[config.mk]
export PLATFORM = sky130hd
export DESIGN_NAME = alu_issue_ctrl
export DESIGN_NICKNAME = d
export VERILOG_FILES = /design/src/rtl/alu_issue_ctrl.sv
export SDC_FILE = /design/constraint.sdc
export NUM_CORES = 1
export LEC_CHECK = 0
export ABC_AREA = 1
export BUFFER_PORTS_ARGS = -buffer_cell sky130_fd_sc_hd__buf_2
export CORE_MARGIN = 2
export CORE_UTILIZATION = 50
export CTS_CLUSTER_DIAMETER = 100
export DETAILED_ROUTE_END_ITERATION = 10
export GPL_TIMING_DRIVEN = 0
export PLACE_DENSITY = 0.68
export SETUP_SLACK_MARGIN = 0.2
export SLEW_MARGIN = 40
export SYNTH_ARGS = -nofsm -noshare
export SYNTH_HDL_FRONTEND = slang
export SYNTH_SLANG_ARGS = --single-unit
[constraint.sdc]
create_clock -name clk -period 3.2 [get_ports clk]
set_clock_uncertainty 0.05 [all_clocks]
set_input_delay 0.64 -clock clk [delete_from_list [all_inputs] [get_ports clk]]
set_output_delay 0.64 -clock clk [all_outputs]
set_load 0.005 [all_outputs]
[src/rtl/alu_issue_ctrl.sv]
// rtl/alu_issue_ctrl.sv - Command FIFO and three-state issue controller for a 4-bit combinational ALU
//
// Purpose:
//   Commands (opcode + two operands) are queued in a DEPTH-entry FIFO. They are
//   issued one at a time to an external combinational ALU through registered
//   alu_* outputs. The ALU result is sampled one cycle later, and the result is
//   presented on a valid/ready output port. Results leave in acceptance order.
//
// Optional feature:
//   ALU_DIVZERO_CHECK_EN - when defined, DIV with b = 0 yields out_f = 4'hF and
//   out_err = 1. When undefined, out_err is tied low and out_f is the raw ALU result.
//
// Ports:
//   clk, rst_n                  clock, synchronous active-low reset
//   in_valid, in_ready          command handshake
//   in_oc[2:0], in_a, in_b      command opcode and operands
//   alu_oc, alu_a, alu_b        registered drive to the downstream ALU
//   alu_f                       ALU result, sampled one cycle after issue
//   out_valid, out_ready        result handshake
//   out_f, out_oc, out_err      result, producing opcode, error flag
//   count                       FIFO occupancy
module alu_issue_ctrl #(
  parameter int DEPTH = 4
) (
  input  logic                         clk,
  input  logic                         rst_n,
  input  logic                         in_valid,
  output logic                         in_ready,
  input  logic [2:0]                   in_oc,
  input  logic [3:0]                   in_a,
  input  logic [3:0]                   in_b,
  output logic [2:0]                   alu_oc,
  output logic [3:0]                   alu_a,
  output logic [3:0]                   alu_b,
  input  logic [3:0]                   alu_f,
  output logic                         out_valid,
  input  logic                         out_ready,
  output logic [3:0]                   out_f,
  output logic [2:0]                   out_oc,
  output logic                         out_err,
  output logic [$clog2(DEPTH+1)-1:0]   count
);

  localparam int AW = $clog2(DEPTH);
  localparam int CW = $clog2(DEPTH+1);
  localparam logic [CW-1:0] CNT_FULL = CW'(DEPTH);

  typedef enum logic [1:0] {
    IDLE = 2'd0,
    EXEC = 2'd1,
    DONE = 2'd2
  } state_t;

  state_t        r_state;
  state_t        w_next_state;

  logic [10:0]   r_mem [DEPTH];
  logic [AW-1:0] r_wptr;
  logic [AW-1:0] r_rptr;
  logic [CW-1:0] r_count;

  logic          w_push;
  logic          w_pop;

  logic [2:0]    r_alu_oc;
  logic [3:0]    r_alu_a;
  logic [3:0]    r_alu_b;

  logic          r_out_valid;
  logic [3:0]    r_out_f;
  logic [2:0]    r_out_oc;
  logic [3:0]    w_res_f;

  // The full flag comes only from registered occupancy, so a pop on the same
  // edge never opens room for a push while full.
  assign in_ready = (r_count < CNT_FULL);
  assign w_push   = in_valid & in_ready;

  // Next-state and pop decision. A pop loads the FIFO head into the alu_*
  // registers, so it happens only on the way into EXEC.
  always_comb begin
    w_next_state = r_state;
    w_pop        = 1'b0;
    case (r_state)
      IDLE: begin
        if (r_count != '0) begin
          w_pop        = 1'b1;
          w_next_state = EXEC;
        end
      end
      EXEC: begin
        w_next_state = DONE;
      end
      DONE: begin
        if (out_ready) begin
          if (r_count != '0) begin
            w_pop        = 1'b1;
            w_next_state = EXEC;
          end else begin
            w_next_state = IDLE;
          end
        end
      end
      default: begin
        w_next_state = IDLE;
      end
    endcase
  end

`ifdef ALU_DIVZERO_CHECK_EN
  localparam logic [2:0] OC_DIV = 3'b011;

  logic w_div0;
  logic r_out_err;

  assign w_div0  = (r_alu_oc == OC_DIV) && (r_alu_b == 4'd0);
  assign w_res_f = w_div0 ? 4'hF : alu_f;
  assign out_err = r_out_err;

  always_ff @(posedge clk) begin
    if (!rst_n) begin
      r_out_err <= 1'b0;
    end else if (r_state == EXEC) begin
      r_out_err <= w_div0;
    end
  end
`else
  assign w_res_f = alu_f;
  assign out_err = 1'b0;
`endif

  // FIFO storage carries no reset; only pointers and count define its contents.
  always_ff @(posedge clk) begin
    if (w_push) begin
      r_mem[r_wptr] <= {in_oc, in_a, in_b};
    end
  end

  always_ff @(posedge clk) begin
    if (!rst_n) begin
      r_state     <= IDLE;
      r_wptr      <= '0;
      r_rptr      <= '0;
      r_count     <= '0;
      r_alu_oc    <= '0;
      r_alu_a     <= '0;
      r_alu_b     <= '0;
      r_out_valid <= 1'b0;
      r_out_f     <= '0;
      r_out_oc    <= '0;
    end else begin
      r_state <= w_next_state;

      // DEPTH is a power of two, so pointers wrap naturally at AW bits.
      if (w_push) begin
        r_wptr <= r_wptr + AW'(1);
      end

      if (w_pop) begin
        r_rptr                        <= r_rptr + AW'(1);
        {r_alu_oc, r_alu_a, r_alu_b}  <= r_mem[r_rptr];
      end

      case ({w_push, w_pop})
        2'b10:   r_count <= r_count + CW'(1);
        2'b01:   r_count <= r_count - CW'(1);
        default: r_count <= r_count;
      endcase

      // alu_* has been stable for a full cycle in EXEC, so alu_f is settled.
      if (r_state == EXEC) begin
        r_out_valid <= 1'b1;
        r_out_f     <= w_res_f;
        r_out_oc    <= r_alu_oc;
      end else if ((r_state == DONE) && out_ready) begin
        r_out_valid <= 1'b0;
      end
    end
  end

  assign alu_oc    = r_alu_oc;
  assign alu_a     = r_alu_a;
  assign alu_b     = r_alu_b;
  assign out_valid = r_out_valid;
  assign out_f     = r_out_f;
  assign out_oc    = r_out_oc;
  assign count     = r_count;

endmodule
==> reports/results.tsv <==
metric	value	unit
die_w	82.9	um
grt_pass1_vias	2101	
hpwl	4100	um
arrival	2.11	ns
pwr-share-comb	38.8	%
cpPeakStageDelay	0.38	ns
powerDensity	862	mW/mm^2
grt_pass1_wl	10300	um
post_cts_resized	0	
syn2layout_area_growth	14.8	%
clk_path_buf_depth	2	
synth_edf_count	44	
synth_top_family_by_area	simple AND/OR/NAND/NOR gates	
yosysWarnings	0	
place_congestion	0.815	
netlist_area	0.00311	mm^2
overflow	0	
worstPathRequired	3.39	ns
antenna_left	0	
critPathBufInv	5	
port_buffers	41	
synth_nets	368	
drtPass1Iterations	4	
p_leak	1.75	nW
tns	0	ns
clkPwrFrac	19.4	%
synth-compound-area-share	4.18	%
ys.flop_type	edfxtp_1	
yosys-top-cells-area	edfxtp_1 (42%), dfxtp_1 (18%), nand2_1 (10%)	
endpoint_kind	flop	
seq_power_share	41.7	%
final-max-slew-violation-count	0	
root_buffer	clkbuf_8	
avgViaCountPerCell	4.68	
stdcell_count	475	
critPathTopFamily	adder cells	
place_inst	459	
finalSetupViolations	0	
critPathKind	input pin to flop	
min_period	1.92	ns
cts_tree	built	
hold_violations	0	
syn_area_per_cell	9.07	um^2
yosys.area.top_type_share	42.5	%
nNetsFinal	420	
grt_antenna_before_repair	0	
cp_cell_sequence	buf_2 -> inv_1 -> a21oi_4 -> nand2_4 -> inv_1 -> ha_1 -> inv_1 -> fa_1 -> inv_1 -> nand2_1 -> nand3_1 -> nand2_1 -> nand2_1 -> nor2_1	
ir_drop	0.000397	V
ys_seq_area_share	60.5	%
numCtsBuffers	9	
netlist_instances	343	
path_common_cell	inv_1	
yosysUniqueCellTypes	22	
initial_core_util	52.2	%
synth_xor_area_share	0	%
synth-simple-area-share	20.3	%
synth_fa_ha_area_share	2.65	%
finalPower	0.00308	W
fin_crit_sh	59.9	%
htree_levels	3	
drive_above_1_share	19.0	%
p_int	0.00193	W
die_y	82.9	um
status	finished, final reports clean	
clock_latency	0.34	ns
rows	28	
critPathMaxFanout	7	
worst_pin_slew	0.704	ns
routed_wl	6110	um
io-pin-count	43	
route.detailed.drc	0	
max_clock_freq	0.521	GHz
synthMuxAreaShare	0	%
relSlewSlack	53.0	%
diodes	0	
fillers	540	
cts.clk_slew.worst_paths	0.07	ns
swShare	37.3	%
synthArstFlopShare	0	%
min_path_type	flop to flop	
die-area	0.00687	mm^2
grt_max_degree	12	
synth_top_area_cell	edfxtp_1	
critPathLaunchType	input pin	
drt_iter0_drc	146	
core-area	0.00596	mm^2
clock_sinks	72	
vias	2221	
rsz0062_at_grt	false	
p_sw	0.00115	W
crit_slowest_cell	fa_1	
synth-seq-cells	72	
grtUsageTotal	19.2	%
cap_violations	0	
post-cts-setup-buffer-count	0	
postCtsHoldBufs	0	
wl_per_cell	12.9	um
## layout make-up
class                           count  area (um^2)  share of cell area [%]
Inverter                           74          278                    7.78
Multi-Input combinational cell    184          857                    24.0
Tap cell                           75         93.8                    2.63
Timing Repair Buffer               41          205                    5.75
Clock inverter                      1         5.00                   0.140
Buffer                             13          104                    2.91
Clock buffer                       15          146                    4.10
Sequential cell                    72         1880                    52.7
## placed cells by master, fill, tap and decap left out
cell / netlist / routed
nand2_1: 84 / 84
inv_1: 72 / 72
buf_2: 5 / 46
edfxtp_1: 44 / 44
nor2_1: 40 / 36
dfxtp_1: 28 / 28
nand3_1: 25 / 25
o21ai_0: 11 / 11
clkbuf_8: 0 / 9
a21oi_1: 8 / 8
clkbuf_1: 0 / 6
buf_6: 5 / 5
ha_1: 5 / 5
nor2_2: 0 / 4
buf_4: 3 / 3
nand2_2: 3 / 3
inv_2: 2 / 2
a21oi_4: 1 / 1
nand3_2: 1 / 1
nand2_4: 1 / 1
a211oi_1: 1 / 1
a31oi_1: 1 / 1
o21ai_1: 1 / 1
fa_1: 1 / 1
conb_1: 1 / 1
clkinv_2: 0 / 1
## layer usage
layer / GRT usage (%) / share of wire (%)
met4: 9.69 / 1.0
met3: 4.27 / 5.9
met2: 29.7 / 46
met1: 25.5 / 47
met5: 0 / 0
## worst reg2reg max path, stage by stage, from the launching register on
cell,delay (ns)
dfxtp_1,0.36
a21oi_4,0.23
nand2_4,0.11
inv_1,0.09
ha_1,0.16
inv_1,0.07
fa_1,0.38
inv_1,0.07
nand2_1,0.05
nand3_1,0.09
nand2_1,0.06
nand2_1,0.05
nor2_1,0.03
## logic make-up (layout without fill, tap and decap cells)
group,after synthesis,count (layout)
simple gates,154,154
other cells,1,1
compound gates,23,23
buf+inv,87,144
flops,72,72
fa+ha+maj,6,6
## state kept, by name, indices dropped and copies added (netlist names)
register and count:
r_wptr 2, r_state 2, out_oc 3, count 3, alu_oc 3, alu_b 4
out_f 4, out_valid 1, r_rptr 2, alu_a 4, r_mem 44
## synth_stat cells (2+ instances only)
cell type	instances
a21oi_1	8
ha_1	5
nand2_1	84
inv_2	2
edfxtp_1	44
o21ai_0	11
buf_6	5
nand3_1	25
buf_2	5
nor2_1	40
nand2_2	3
buf_4	3
dfxtp_1	28
inv_1	72
## stage by stage
| stage | hold slack (ns) | util [%] | area [um^2] | setup slack (ns) |
|---|---|---|---|---|
| after global placement | 0.411 | 57.2 | 3410 | 0.915 |
| after detailed placement | 0.417 | 57.4 | 3420 | 0.933 |
| after floorplan | 0.410 | - | 3110 | 1.16 |
| after CTS | 0.428 | 60.0 | 3570 | 1.30 |
| final | 0.432 | 60.0 | 3570 | 1.28 |
| after global routing | 0.431 | 60.0 | 3570 | 1.14 |
## final timing paths
| path | startpoint | end | slack (ns) | cells past startpoint |
|---|---|---|---|---|
| worst min-delay path | alu_oc[2] | out_oc[2] | 0.43 | 2 |
| worst max register to register | r_state[1] | count[2] | 1.32 | 12 |
| worst min register to register | alu_oc[2] | out_oc[2] | 0.43 | 2 |
| worst max-delay path | out_ready | count[2] | 1.28 | 14 |
## power by group through the flow
stage | registers (W) | logic [W] | clock network [W]
2_1_floorplan | 0.00131 | 0.000821 | 0
3_3_place_gp | 0.00130 | 0.00117 | 0
3_5_place_dp | 0.00130 | 0.00120 | 0
4_1_cts | 0.00128 | 0.00120 | 0.000610
5_1_grt | 0.00131 | 0.00137 | 0.000651
6_report | 0.00128 | 0.00120 | 0.000598
No activity file was read; power rests on OpenSTA's default activity.
